### config.mk
export PLATFORM = sky130hd
export DESIGN_NAME = arbiter_mux
export DESIGN_NICKNAME = d
export VERILOG_FILES = /design/src/rtl/arbiter_mux_pkg.sv /design/src/rtl/arbiter_mux_rr_arbiter.sv /design/src/rtl/arbiter_mux.sv
export SDC_FILE = /design/constraint.sdc
export NUM_CORES = 1
export LEC_CHECK = 0
export ABC_AREA = 1
export BUFFER_PORTS_ARGS = -buffer_cell sky130_fd_sc_hd__buf_2
export CORE_AREA = 2 2 122 124
export DETAILED_ROUTE_END_ITERATION = 7
export DIE_AREA = 0 0 124 126
export PLACE_DENSITY_LB_ADDON = 0.15
export SLEW_MARGIN = 25
export SYNTH_ARGS = -nofsm -noshare
export SYNTH_HDL_FRONTEND = slang
export SYNTH_SLANG_ARGS = --single-unit
### constraint.sdc
create_clock -name iClk -period 3.61 [get_ports iClk]
set_input_delay 0.722 -clock iClk [delete_from_list [all_inputs] [get_ports iClk]]
set_output_delay 0.722 -clock iClk [all_outputs]
set_load 0.1 [all_outputs]
### src/rtl/arbiter_mux_pkg.sv
// Shared helpers for the round-robin stream multiplexer.
package arbiter_mux_pkg;

  // Modulo add for operands already below size, so one subtraction is enough.
  function automatic int unsigned wrap_add(int unsigned base, int unsigned ofs, int unsigned size);
    int unsigned s;
    s = base + ofs;
    return (s >= size) ? s - size : s;
  endfunction

endpackage

### src/rtl/arbiter_mux_rr_arbiter.sv
// Round-robin arbiter: rotate the request vector so ptr sits at bit 0, priority-encode,
// then map the offset back to a channel index modulo SIZE.
module rr_arbiter
  import arbiter_mux_pkg::*;
#(
  parameter int SIZE = 8
) (
  input  logic [SIZE-1:0]         valid,
  input  logic [$clog2(SIZE)-1:0] ptr,
  output logic [SIZE-1:0]         grant,
  output logic [$clog2(SIZE)-1:0] index
);

  localparam int SEL_W = $clog2(SIZE);

  logic [SIZE-1:0] rot;
  logic            found;
  int unsigned     pos;

  always_comb begin
    // Doubling the vector makes the rotation valid for any SIZE, not just powers of two.
    rot   = SIZE'({valid, valid} >> ptr);
    found = 1'b0;
    pos   = 0;
    grant = '0;
    index = '0;
    for (int j = 0; j < SIZE; j++) begin
      if (!found && rot[j]) begin
        found = 1'b1;
        pos   = wrap_add(32'(ptr), j, SIZE);
      end
    end
    if (found) begin
      index        = SEL_W'(pos);
      grant[index] = 1'b1;
    end
  end

endmodule

### src/rtl/arbiter_mux.sv
// Round-robin SIZE-to-1 stream mux with a one-entry registered output buffer;
// oSelect tags each word with its source channel.
module arbiter_mux
  import arbiter_mux_pkg::*;
#(
  parameter int WIDTH = 32,
  parameter int SIZE  = 8
) (
  input  logic                    iClk,
  input  logic                    iRst_n,
  input  logic [SIZE-1:0]         iValid,
  input  logic [SIZE*WIDTH-1:0]   iData,
  output logic [SIZE-1:0]         oReady,
  output logic                    oValid,
  output logic [WIDTH-1:0]        oData,
  output logic [$clog2(SIZE)-1:0] oSelect,
  input  logic                    iReady
);

  localparam int SEL_W = $clog2(SIZE);

  logic [SEL_W-1:0] ptr;
  logic [SEL_W-1:0] win_index;
  logic [SIZE-1:0]  grant;
  logic             load;
  logic             take;
  logic [WIDTH-1:0] mux_data;

  rr_arbiter #(.SIZE(SIZE)) u_arb (
    .valid (iValid),
    .ptr   (ptr),
    .grant (grant),
    .index (win_index)
  );

  assign load   = ~oValid | iReady;
  assign oReady = grant & {SIZE{load}};
  assign take   = |oReady;

  always_comb begin
    mux_data = '0;
    for (int i = 0; i < SIZE; i++) begin
      mux_data = mux_data | (iData[i*WIDTH +: WIDTH] & {WIDTH{grant[i]}});
    end
  end

  always_ff @(posedge iClk or negedge iRst_n) begin
    if (!iRst_n) begin
      oValid  <= 1'b0;
      oData   <= '0;
      oSelect <= '0;
      ptr     <= '0;
    end else if (take) begin
      oValid  <= 1'b1;
      oData   <= mux_data;
      oSelect <= win_index;
      ptr     <= SEL_W'(wrap_add(32'(win_index), 1, SIZE));
    end else if (iReady) begin
      oValid  <= 1'b0;
    end
  end

endmodule

==> results by group, run 1 <==
Setup path
  – Flop-to-flop setup slack: between 0.2 and 0.25 ns
  – Cell depth of the worst flop-to-flop path: 21
  – Critical Path Sink Type: primary output
  – Worst reg2reg path startpoint: ptr[0]
  – Element type at the critical path start: flip-flop
  – CP required: a little under 3 ns
  – Maximum fanout count along the critical path: 5
  – Capture instance of the worst register-to-register path: oData[22]
  – Critical Setup Path Class: flip-flop to primary output
  – Crit path DAT: around 2.9 ns

Min path
  – Min-Delay Path Class: input pin to asynchronous set/reset pin

Placement
  – Port Buffers: 310
  – Sum of net half-perimeters after detailed placement: 18610 um
  – Final Wtd Congestion: 0.9515
  – Placement-stage cell area: 7328 um^2

Yosys
  – Syn Inst Count: 883
  – Average instance area after synthesis: between 5 and 6 um^2
  – Flops & latches, synth: 39
  – Distinct cells, synth: 30
  – Net count after synthesis: between 1000 and 1500
  – Part of the Yosys area used for sequential elements: 0.1860
  – Syn Std Cell Area: 5248 um^2
  – Yosys warning count: 0

STA
  – Max-slew violation count: 0
  – Setup ws final: -0.01475 ns
  – Setup violators final: 1
  – Max Clock Freq: between 0.2 and 0.3 GHz
  – Slew of the pin with the lowest slew margin: 0.8756 ns
  – Final critical path time including I/O delays and setup: 3.625 ns
  – Clock Skew: 0.007645 ns
  – Final worst-path cycle share: 1.004
  – Setup repair after global routing missed its margin: yes
  – Final hold violation count: 0
  – Aggregate negative setup slack: -0.01475 ns
  – Max-slew headroom at the worst pin: 0.4157

Drt
  – Vias: 7544
  – Average wire length per cell after detail routing: 18.75 um
  – Detailed-routing iteration count for the pre-antenna-repair pass: 5
  – Final Routed Wirelength: 25780 um
  – 1st-iter DRT viols: approximately 630
  – Drt drc: 0
  – Post-detailed-route count of antenna-violating nets: 0
  – Vias per Instance: 5.487

Run status
  – Result of the run: complete, but fails checks
  – Failing checks: setup timing

CTS
  – TritonCTS clock tree: done
  – TritonCTS Sinks: 39
  – Number of H-tree levels: 2
  – Clock edge transition at the registers on the reported setup and hold paths: about 0.06 ns
  – Clock latency reported for the late side of the worst-skew pair: 0.28 ns
  – Bufs on Longest Clock Path: 2
  – Num CTS Buffers: 5
  – Root Buffer: sky130_fd_sc_hd__clkbuf_16

GRT
  – Vias in the first global route: 6639
  – Global-route congestion overflow total: 0
  – Total GRT Usage: 0.3022
  – Maximum number of pins on one net before global-route repair: 75
  – Number of antenna violations at the first check in global routing: 2
  – Global-route wire length before repair: 36690 um

Layout
  – Layout net count: 1459
  – Synthesis-to-finish area growth: 52.29%
  – Most common cell after layout, fill and taps aside: sky130_fd_sc_hd__buf_2
  – Layout cell share with drive strength beyond 1: 0.4143
  – Final design instance area without fill: 7991 um^2
  – Commonest non-fill, non-tap cells in the layout: 301 x sky130_fd_sc_hd__buf_2, 296 x sky130_fd_sc_hd__nand2_1, 143 x sky130_fd_sc_hd__nand3_1
  – Post-layout util: 0.5583

Floorplanning
  – Row Count: 44
  – Die span in x: 124 um
  – Total core area: 14310 um^2
  – Boundary pin count: 311
  – Y dimension of the die: about 130 um
  – Die area: about 16000 um^2
  – Effective utilization at floorplan: 0.3666

Job
  – Number of maximum-capacitance constraint violations: 0
-- routing by layer --
metal / global-route usage / wire length [um]
met1: 0.4037 / 10680
met2: 0.5052 / 12100
met3: 0.04620 / 2276
met4: 0.08130 / 723
met5: 0 / 10
-- registers in the layout, indices dropped and copies added, names as in the netlist --
name and cells:
oValid 1, ptr 3, oData 32, oSelect 3
-- what timing repair did --
| item | in CTS | in global routing |
|---|---|---|
| gates cloned | 1 | 4 |
| hold buffers | 0 | 0 |
| setup buffers | 5 | 24 |
| hold endpoints to repair | 0 | 0 |
| endpoints found under the setup margin | 6 | 44 |
| gates resized for setup | 2 | 34 |
| pin swaps | 2 | 18 |
-- cells in the mapped netlist, drive strengths merged --
cell	number	area, um^2
nor2	89	381.6
buf	70	451.7
a21oi	2	10.01
nand3	194	1179
xnor2	2	17.52
dfrtp	39	975.9
nand4	115	725.7
o211ai	1	12.51
clkinv	1	3.750
nor4	7	43.79
clkbuf	11	41.29
nand3b	1	7.510
inv	21	81.33
o21ai	6	33.78
nand2	319	1227
ha	3	37.54
xor2	2	17.52
-- worst max path at each step --
stage | from | to | slack (ns)
4_1_cts | ptr[0] | oReady[0] | 0.001
2_1_floorplan | iValid[5] | oReady[5] | -0.20
3_3_place_gp | iValid[5] | oData[24] | -0.18
6_report | ptr[0] | oReady[1] | -0.01
3_5_place_dp | iValid[5] | oData[24] | -0.15
5_1_grt | ptr[0] | oReady[0] | -0.1
-- kinds of logic after synthesis --
family / share of synthesized area
simple gates: 0.6793
buf+inv: 0.1102
flops: 0.1860
compound gates: 0.01073
xor+xnor: 0.006677
fa+ha+maj: 0.007154
-- layout make-up --
class	instances	area, um^2
inverter	22	95.09
clock buffer	6	128.9
multi-input combinational	744	4106
sequential	39	975.9
fill	1506	6322
timing repair buffer	377	2392
tap	184	230.2
clock inverter	2	60.06
antenna	1	2.502
-- through the flow --
| step | hold WS [ns] | instances | worst slack [ns] |
|---|---|---|---|
| after detailed placement | 0.4570 | 1334 | -0.1534 |
| after CTS | 0.4731 | 1348 | 0.001148 |
| after global routing | 0.4585 | 1375 | -0.09830 |
| after floorplan | 0.4264 | 883 | -0.1989 |
| final | 0.4217 | 1375 | -0.01475 |
| after global placement | 0.4491 | 1332 | -0.1811 |
-- critical path, cell delays in order, from the launching register on --
cell and delay [ns]:
sky130_fd_sc_hd__dfrtp_1 0.43, sky130_fd_sc_hd__buf_6 0.16, sky130_fd_sc_hd__clkbuf_16 0.16, sky130_fd_sc_hd__nand2_4 0.06, sky130_fd_sc_hd__nand3_2 0.07, sky130_fd_sc_hd__nand3_2 0.10
sky130_fd_sc_hd__nand2_4 0.07, sky130_fd_sc_hd__nor2_4 0.17, sky130_fd_sc_hd__nand4_4 0.12, sky130_fd_sc_hd__nor2_4 0.16, sky130_fd_sc_hd__buf_6 0.12, sky130_fd_sc_hd__nand2_1 0.05
sky130_fd_sc_hd__nand3b_1 0.21, sky130_fd_sc_hd__nand2_8 0.10, sky130_fd_sc_hd__buf_12 0.14, sky130_fd_sc_hd__nor4_4 0.27, sky130_fd_sc_hd__buf_12 0.22
Power of run 1 is left out: the tool's default activity adds up to more than one toggle a clock period on the data nets, which glitch-free logic cannot reach.
==> inputs of run 2 (changes only) <==
- CAP_MARGIN: unset -> 20
- SETUP_SLACK_MARGIN: unset -> 0.2
- SKIP_LAST_GASP: unset -> 1
==> results by group, run 2 (same netlist as run 1, synthesis figures left out) <==
Run status
  – Result of the run: complete, no violations (was complete, but fails checks)

Min path
  – Min-Delay Path Class: input pin to asynchronous set/reset pin (unchanged)

Layout
  – Most common cell after layout, fill and taps aside: sky130_fd_sc_hd__buf_2 (unchanged)
  – Filler Cells Inserted: 1518 (was 1506)
  – Final design instance area without fill: 7904 um^2 (was 7991 um^2)
  – Commonest non-fill, non-tap cells in the layout: 301 x sky130_fd_sc_hd__buf_2, 295 x sky130_fd_sc_hd__nand2_1, 140 x sky130_fd_sc_hd__nand3_1 (was 301 x sky130_fd_sc_hd__buf_2, 296 x sky130_fd_sc_hd__nand2_1, 143 x sky130_fd_sc_hd__nand3_1)
  – Synthesis-to-finish area growth: 50.62% (was 52.29%)
  – Flip-flop count of the largest register, all copies and words added: 32 (unchanged)
  – Registers with the highest flip-flop counts: oData: 32 flops, oSelect: 3 flops, ptr: 3 flops (unchanged)
  – Area occupied by multi-input gates: 4091 um^2 (was 4106 um^2)
  – Area used by sequential logic in the layout: 977.2 um^2 (was 975.9 um^2)
  – Layout net count: 1452 (was 1459)
  – Biggest register: oData (unchanged)
  – Layout cell share with drive strength beyond 1: 0.4176 (was 0.4143)

GRT
  – Global-route congestion overflow total: 0 (unchanged)
  – Global-route wire length before repair: 36910 um (was 36690 um)
  – Number of antenna violations at the first check in global routing: 2 (unchanged)
  – Vias in the first global route: 6692 (was 6639)
  – Total GRT Usage: 0.3060 (was 0.3022)
  – Maximum number of pins on one net before global-route repair: 75 (unchanged)

STA
  – Setup ws final: 0.1114 ns (was -0.01475 ns)
  – Setup violators final: 0 (was 1)
  – Final hold violation count: 0 (unchanged)
  – Max-slew headroom at the worst pin: 0.6371 (was 0.4157)
  – Setup repair after global routing missed its margin: yes (unchanged)
  – Final critical path time including I/O delays and setup: 3.499 ns (was 3.625 ns)
  – Slew of the pin with the lowest slew margin: 0.5444 ns (was 0.8756 ns)
  – Final worst-path cycle share: 0.9691 (was 1.004)
  – Max Clock Freq: 0.2858 GHz (was 0.2759 GHz)
  – Clock Skew: 0.008635 ns (was 0.007645 ns)
  – Max-slew violation count: 0 (unchanged)
  – Worst hold slack across all endpoints: 0.4242 ns (was 0.4217 ns)

Setup path
  – Critical Path Sink Type: primary output (unchanged)
  – Element type at the critical path start: flip-flop (unchanged)
  – Worst reg2reg path startpoint: ptr[0] (unchanged)
  – Maximum fanout count along the critical path: 10 (was 5)
  – Critical Setup Path Class: flip-flop to primary output (unchanged)
  – Cell depth of the worst flop-to-flop path: 17 (was 21)
  – End of the critical path: oReady[7] (was oReady[1])
  – CP required: 2.89 ns (about the same)
  – Crit path DAT: 2.78 ns (was 2.90 ns)
  – Worst setup startpoint: ptr[0] (unchanged)
  – Flop-to-flop setup slack: 0.37 ns (was 0.21 ns)
  – Capture instance of the worst register-to-register path: oData[10] (was oData[22])

Placement
  – Final Wtd Congestion: 0.9515 (unchanged)
  – Placement-stage cell area: 7328 um^2 (unchanged)
  – Port Buffers: 310 (unchanged)
  – Pre-CTS setup slack: -0.1534 ns (unchanged)
  – Sum of net half-perimeters after detailed placement: 18610 um (unchanged)

Drt
  – Post-detailed-route count of antenna-violating nets: 0 (unchanged)
  – 1st-iter DRT viols: 666 (was 627)
  – Vias: 7505 (was 7544)
  – Met2 routed WL: 11940 um (was 12100 um)
  – Metal-1 WL: 10410 um (was 10680 um)
  – Drt drc: 0 (unchanged)
  – Routed length on met3: 2351 um (was 2276 um)
  – Detailed-routing iteration count for the pre-antenna-repair pass: 5 (unchanged)
  – Final Routed Wirelength: 25570 um (was 25780 um)
  – Average wire length per cell after detail routing: 18.69 um (was 18.75 um)
  – Vias per Instance: 5.486 (was 5.487)
  – Top metal layer carrying routed signals: met5 (unchanged)

CTS
  – Clock edge transition at the registers on the reported setup and hold paths: 0.06 ns (about the same)
  – Root Buffer: sky130_fd_sc_hd__clkbuf_16 (unchanged)
  – Clock latency reported for the late side of the worst-skew pair: 0.28 ns (about the same)
  – TritonCTS clock tree: done (unchanged)
  – Number of H-tree levels: 2 (unchanged)
  – TritonCTS Sinks: 39 (unchanged)
  – Num CTS Buffers: 5 (unchanged)
  – Bufs on Longest Clock Path: 2 (unchanged)

Floorplanning
  – Total core area: 14310 um^2 (unchanged)
  – Die span in x: 124 um (unchanged)
  – Y dimension of the die: 126 um (unchanged)
  – Die area: 15620 um^2 (unchanged)
  – Row Count: 44 (unchanged)
  – Boundary pin count: 311 (unchanged)
  – Effective utilization at floorplan: 0.3666 (unchanged)

Job
  – Number of maximum-capacitance constraint violations: 0 (unchanged)
run 2: cell types whose count changed in the layout (fill, tap and decap cells not counted), moves of 2 or more:
cell,change
sky130_fd_sc_hd__nand2_2,+9
sky130_fd_sc_hd__nand2_4,-8
sky130_fd_sc_hd__buf_4,-5
sky130_fd_sc_hd__nand3_2,+4
sky130_fd_sc_hd__nand3_1,-3
sky130_fd_sc_hd__buf_12,-2
run 2: area by class of cell:
type | instances | share of cell area
inverters | 22 | 0.01425
clock inverters | 2 | 0.007599
repair buffers | 370 | 0.2911
clock buffers | 6 | 0.01631
well taps | 184 | 0.02913
diodes | 1 | 0.0003166
multi-input cells | 744 | 0.5177
flip-flops and latches | 39 | 0.1236
run 2: worst min path at each step:
stage / slack, ns / cells past startpoint / startpoint / end
2_1_floorplan: 0.43 / 0 / iRst_n / oData[0]
4_1_cts: 0.47 / 2 / oSelect[1] / oSelect[1]
3_3_place_gp: 0.45 / 2 / oSelect[1] / oSelect[1]
5_1_grt: 0.46 / 1 / iRst_n / oData[8]
6_report: 0.42 / 1 / iRst_n / oData[8]
3_5_place_dp: 0.46 / 2 / oSelect[2] / oSelect[2]
run 2: through the flow:
step	cells	util	TNS, ns
2_1_floorplan	883	-	-1.172
3_3_place_gp	1332	0.5081	-0.2840
3_5_place_dp	1334	0.5120	-0.3396
4_1_cts	1351	0.5344	0
5_1_grt	1368	0.5522	-0.001691
6_report	1368	0.5522	0
run 2: layer usage:
metal / track usage / vias up
met2: 0.5055 / 366
met4: 0.1005 / 2
met1: 0.4029 / 3457
met5: 0 / -
met3: 0.05254 / 58
li1: - / 3622
run 2: repair_timing:
item | CTS | global route
setup buffers | 7 | 14
pin swaps | 4 | 7
hold buffers | 0 | 0
endpoints found under the setup margin | 19 | 44
gates resized for setup | 12 | 29
cloned | 2 | 2
run 2: worst max-delay path: stages (launching register included):
cell,delay [ns]
sky130_fd_sc_hd__dfrtp_2,0.46
sky130_fd_sc_hd__buf_12,0.17
sky130_fd_sc_hd__nand2_2,0.09
sky130_fd_sc_hd__nand3_4,0.10
sky130_fd_sc_hd__nand3_4,0.09
sky130_fd_sc_hd__nand2_4,0.07
sky130_fd_sc_hd__nor2_4,0.15
sky130_fd_sc_hd__nand4_4,0.11
sky130_fd_sc_hd__nor2_4,0.16
sky130_fd_sc_hd__buf_6,0.13
sky130_fd_sc_hd__nand2_1,0.05
sky130_fd_sc_hd__nand3b_1,0.23
sky130_fd_sc_hd__nand2_8,0.11
sky130_fd_sc_hd__buf_12,0.15
sky130_fd_sc_hd__nor4_4,0.20
sky130_fd_sc_hd__buf_12,0.22
Power of run 2 is left out for the same reason.
==> inputs of run 3 (changes only) <==
- BUFFER_PORTS_ARGS: -buffer_cell sky130_fd_sc_hd__buf_2 -> -buffer_cell sky130_fd_sc_hd__buf_4
- CAP_MARGIN: 20 -> unset
- clock period: 3.61 -> 3.4 ns (I/O delays scaled with it)
==> results by group, run 3 (same netlist as run 1, synthesis figures left out) <==
STA
  – Slew of the pin with the lowest slew margin: 0.5804 ns (was 0.5444 ns)
  – Final worst-path cycle share: 1.006
  – Max Clock Freq: 0.2924 GHz
  – Aggregate negative setup slack: -0.02001 ns (was 0 ns)
  – Final hold violation count: 0 (unchanged)
  – Max-slew headroom at the worst pin: 0.6131 (was 0.6371)
  – Setup repair after global routing missed its margin: yes (unchanged)
  – Max-slew violation count: 0 (unchanged)
  – Clock Skew: 0.006068 ns (was 0.008635 ns)
  – Final critical path time including I/O delays and setup: 3.420 ns
  – Setup violators final: 1 (was 0)
  – Setup ws final: -0.02001 ns (was 0.1114 ns)

Drt
  – Average wire length per cell after detail routing: 18.67 um (was 18.69 um)
  – Vias: 7471 (was 7505)
  – Drt drc: 0 (unchanged)
  – Detailed-routing iteration count for the pre-antenna-repair pass: 4 (was 5)
  – Final Routed Wirelength: 25500 um (was 25570 um)
  – 1st-iter DRT viols: 633 (was 666)
  – Post-detailed-route count of antenna-violating nets: 0 (unchanged)
  – Vias per Instance: 5.469 (was 5.486)

Floorplanning
  – Row Count: 44 (unchanged)
  – Boundary pin count: 311 (unchanged)
  – Y dimension of the die: 126 um (unchanged)
  – Die span in x: 124 um (unchanged)
  – Effective utilization at floorplan: 0.3666 (unchanged)
  – Die area: 15620 um^2 (unchanged)
  – Total core area: 14310 um^2 (unchanged)

Setup path
  – Cell-by-cell listing of the critical path: buf_8 -> nand2_4 -> nand3_4 -> nand3_4 -> nand2_4 -> nor2_4 -> nand4_4 -> nor2_4 -> nand2_1 -> nand3b_1 -> nand2_8 -> buf_4 -> nor4_4 -> buf_6 (was buf_12 -> nand2_2 -> nand3_4 -> nand3_4 -> nand2_4 -> nor2_4 -> nand4_4 -> nor2_4 -> buf_6 -> nand2_1 -> nand3b_1 -> nand2_8 -> buf_12 -> nor4_4 -> buf_12)
  – Biggest cell delay along the critical path: 0.47 ns (was 0.46 ns)
  – Cell depth of the worst flop-to-flop path: 22 (was 17)
  – CP required: 2.72 ns (was 2.89 ns)
  – Crit path DAT: 2.74 ns (was 2.78 ns)
  – Element type at the critical path start: flip-flop (unchanged)
  – Crit-path leading delay family: simple AND/OR/NAND/NOR gates (unchanged)
  – Crit path buffers/inverters: 3 (was 4)
  – Capture instance of the worst register-to-register path: oData[4] (was oData[10])
  – Worst reg2reg path startpoint: ptr[0] (unchanged)
  – Slowest CP cell: sky130_fd_sc_hd__dfrtp_2 (unchanged)
  – Flop-to-flop setup slack: 0.13 ns (was 0.37 ns)
  – Maximum fanout count along the critical path: 7 (was 10)
  – Critical Path Sink Type: primary output (unchanged)
  – Critical Setup Path Class: flip-flop to primary output (unchanged)

Placement
  – Cell count after placement: 1345 (was 1334)
  – Final Wtd Congestion: 0.9773 (was 0.9515)
  – Sum of net half-perimeters after detailed placement: 19130 um (was 18610 um)
  – Placement-stage cell area: 8010 um^2 (was 7328 um^2)
  – Pre-CTS setup slack: -0.05101 ns (was -0.1534 ns)
  – Port Buffers: 310 (unchanged)

CTS
  – Clock latency reported for the late side of the worst-skew pair: 0.29 ns (was 0.28 ns)
  – Num CTS Buffers: 5 (unchanged)
  – Number of H-tree levels: 2 (unchanged)
  – Hold buffer count at CTS: 0 (unchanged)
  – TritonCTS clock tree: done (unchanged)
  – Clock edge transition at the registers on the reported setup and hold paths: 0.06 ns (about the same)
  – TritonCTS Sinks: 39 (unchanged)
  – Root Buffer: sky130_fd_sc_hd__clkbuf_16 (unchanged)
  – Bufs on Longest Clock Path: 2 (unchanged)

GRT
  – Global-route congestion overflow total: 0 (unchanged)
  – Number of antenna violations at the first check in global routing: 0 (was 2)
  – Vias in the first global route: 6841 (was 6692)
  – Maximum number of pins on one net before global-route repair: 52 (was 75)
  – Total GRT Usage: 0.3105 (was 0.3060)
  – Global-route wire length before repair: 37840 um (was 36910 um)

Layout
  – Final Instance Count excl. Fillers: 1366 (was 1368)
  – Layout cell share with drive strength beyond 1: 0.4154 (was 0.4176)
  – Layout net count: 1451 (was 1452)
  – Antenna diodes: 0 (was 1)
  – Most common cell after layout, fill and taps aside: sky130_fd_sc_hd__buf_4 (was sky130_fd_sc_hd__buf_2)
  – Commonest non-fill, non-tap cells in the layout: 353 x sky130_fd_sc_hd__buf_4, 297 x sky130_fd_sc_hd__nand2_1, 142 x sky130_fd_sc_hd__nand3_1 (was 301 x sky130_fd_sc_hd__buf_2, 295 x sky130_fd_sc_hd__nand2_1, 140 x sky130_fd_sc_hd__nand3_1)
  – Biggest register: oData (unchanged)
  – Flip-flop count of the largest register, all copies and words added: 32 (unchanged)
  – Final design instance area without fill: 8468 um^2 (was 7904 um^2)
  – Registers with the highest flip-flop counts: oData: 32 flops, oSelect: 3 flops, ptr: 3 flops (unchanged)
  – Synthesis-to-finish area growth: 61.37% (was 50.62%)

Run status
  – Result of the run: complete, but fails checks (was complete, no violations)
  – Failing checks: setup timing

Min path
  – Min-Delay Path Class: input pin to asynchronous set/reset pin (unchanged)

Job
  – Number of maximum-capacitance constraint violations: 0 (unchanged)
## run 3: per-layer routing
| layer | part of all wire | track usage |
|---|---|---|
| met1 | 0.41 | 0.4203 |
| met2 | 0.47 | 0.5107 |
| met3 | 0.087 | 0.04438 |
| met4 | 0.026 | 0.09187 |
| met5 | 0 | 0 |
## run 3: worst reg2reg max path: stages, from the launching register on
cell                      delay (ns)
sky130_fd_sc_hd__dfrtp_2        0.47
sky130_fd_sc_hd__buf_8          0.17
sky130_fd_sc_hd__nand2_4        0.08
sky130_fd_sc_hd__nand3_1        0.10
sky130_fd_sc_hd__nand2_1        0.11
sky130_fd_sc_hd__nand2_1        0.09
sky130_fd_sc_hd__nand2_4        0.11
sky130_fd_sc_hd__nand3_1        0.08
sky130_fd_sc_hd__nor2_1         0.19
sky130_fd_sc_hd__nand3_1        0.13
sky130_fd_sc_hd__nor2_1         0.13
sky130_fd_sc_hd__nor2_2         0.07
sky130_fd_sc_hd__nand3_4        0.18
sky130_fd_sc_hd__buf_4          0.16
sky130_fd_sc_hd__buf_12         0.20
sky130_fd_sc_hd__nor2_4         0.07
sky130_fd_sc_hd__buf_12         0.19
sky130_fd_sc_hd__nand3_1        0.13
sky130_fd_sc_hd__nand2_1        0.05
sky130_fd_sc_hd__nor2_1         0.23
sky130_fd_sc_hd__nand2_1        0.10
sky130_fd_sc_hd__nand2_1        0.08
sky130_fd_sc_hd__nand2_1        0.04
## run 3: how the worst max path moves through the flow
stage / from / endpoint / cells after the start
floorplan: ptr[0] / oReady[5] / 16
global placement: iValid[4] / oData[26] / 20
detailed placement: iValid[4] / oData[26] / 20
CTS: ptr[0] / oReady[4] / 14
global route: ptr[0] / oReady[1] / 14
finish: ptr[0] / oReady[1] / 14
## run 3: repair_timing
item,CTS,global route
endpoints found under the setup margin,36,47
pin swaps,10,5
cloned,2,0
resized for setup,30,19
setup buffers,8,3
## run 3: per-stage QoR
| step | utilization | hold slack [ns] |
|---|---|---|
| floorplan | - | 0.3844 |
| global placement | 0.5596 | 0.4585 |
| finish | 0.5916 | 0.3792 |
| CTS | 0.5842 | 0.4038 |
| detailed placement | 0.5596 | 0.4657 |
| global route | 0.5916 | 0.4266 |
## run 3: cell type report
cell class              instances  area, um^2
fillers                      1442        5846
multi-input cells             742        4066
repair buffers                371        2922
flip-flops and latches         39       977.2
well taps                     184       230.2
clock buffers                   5       125.1
inverters                      22       103.9
clock inverters                 3       43.79
Power of run 3 is left out for the same reason.
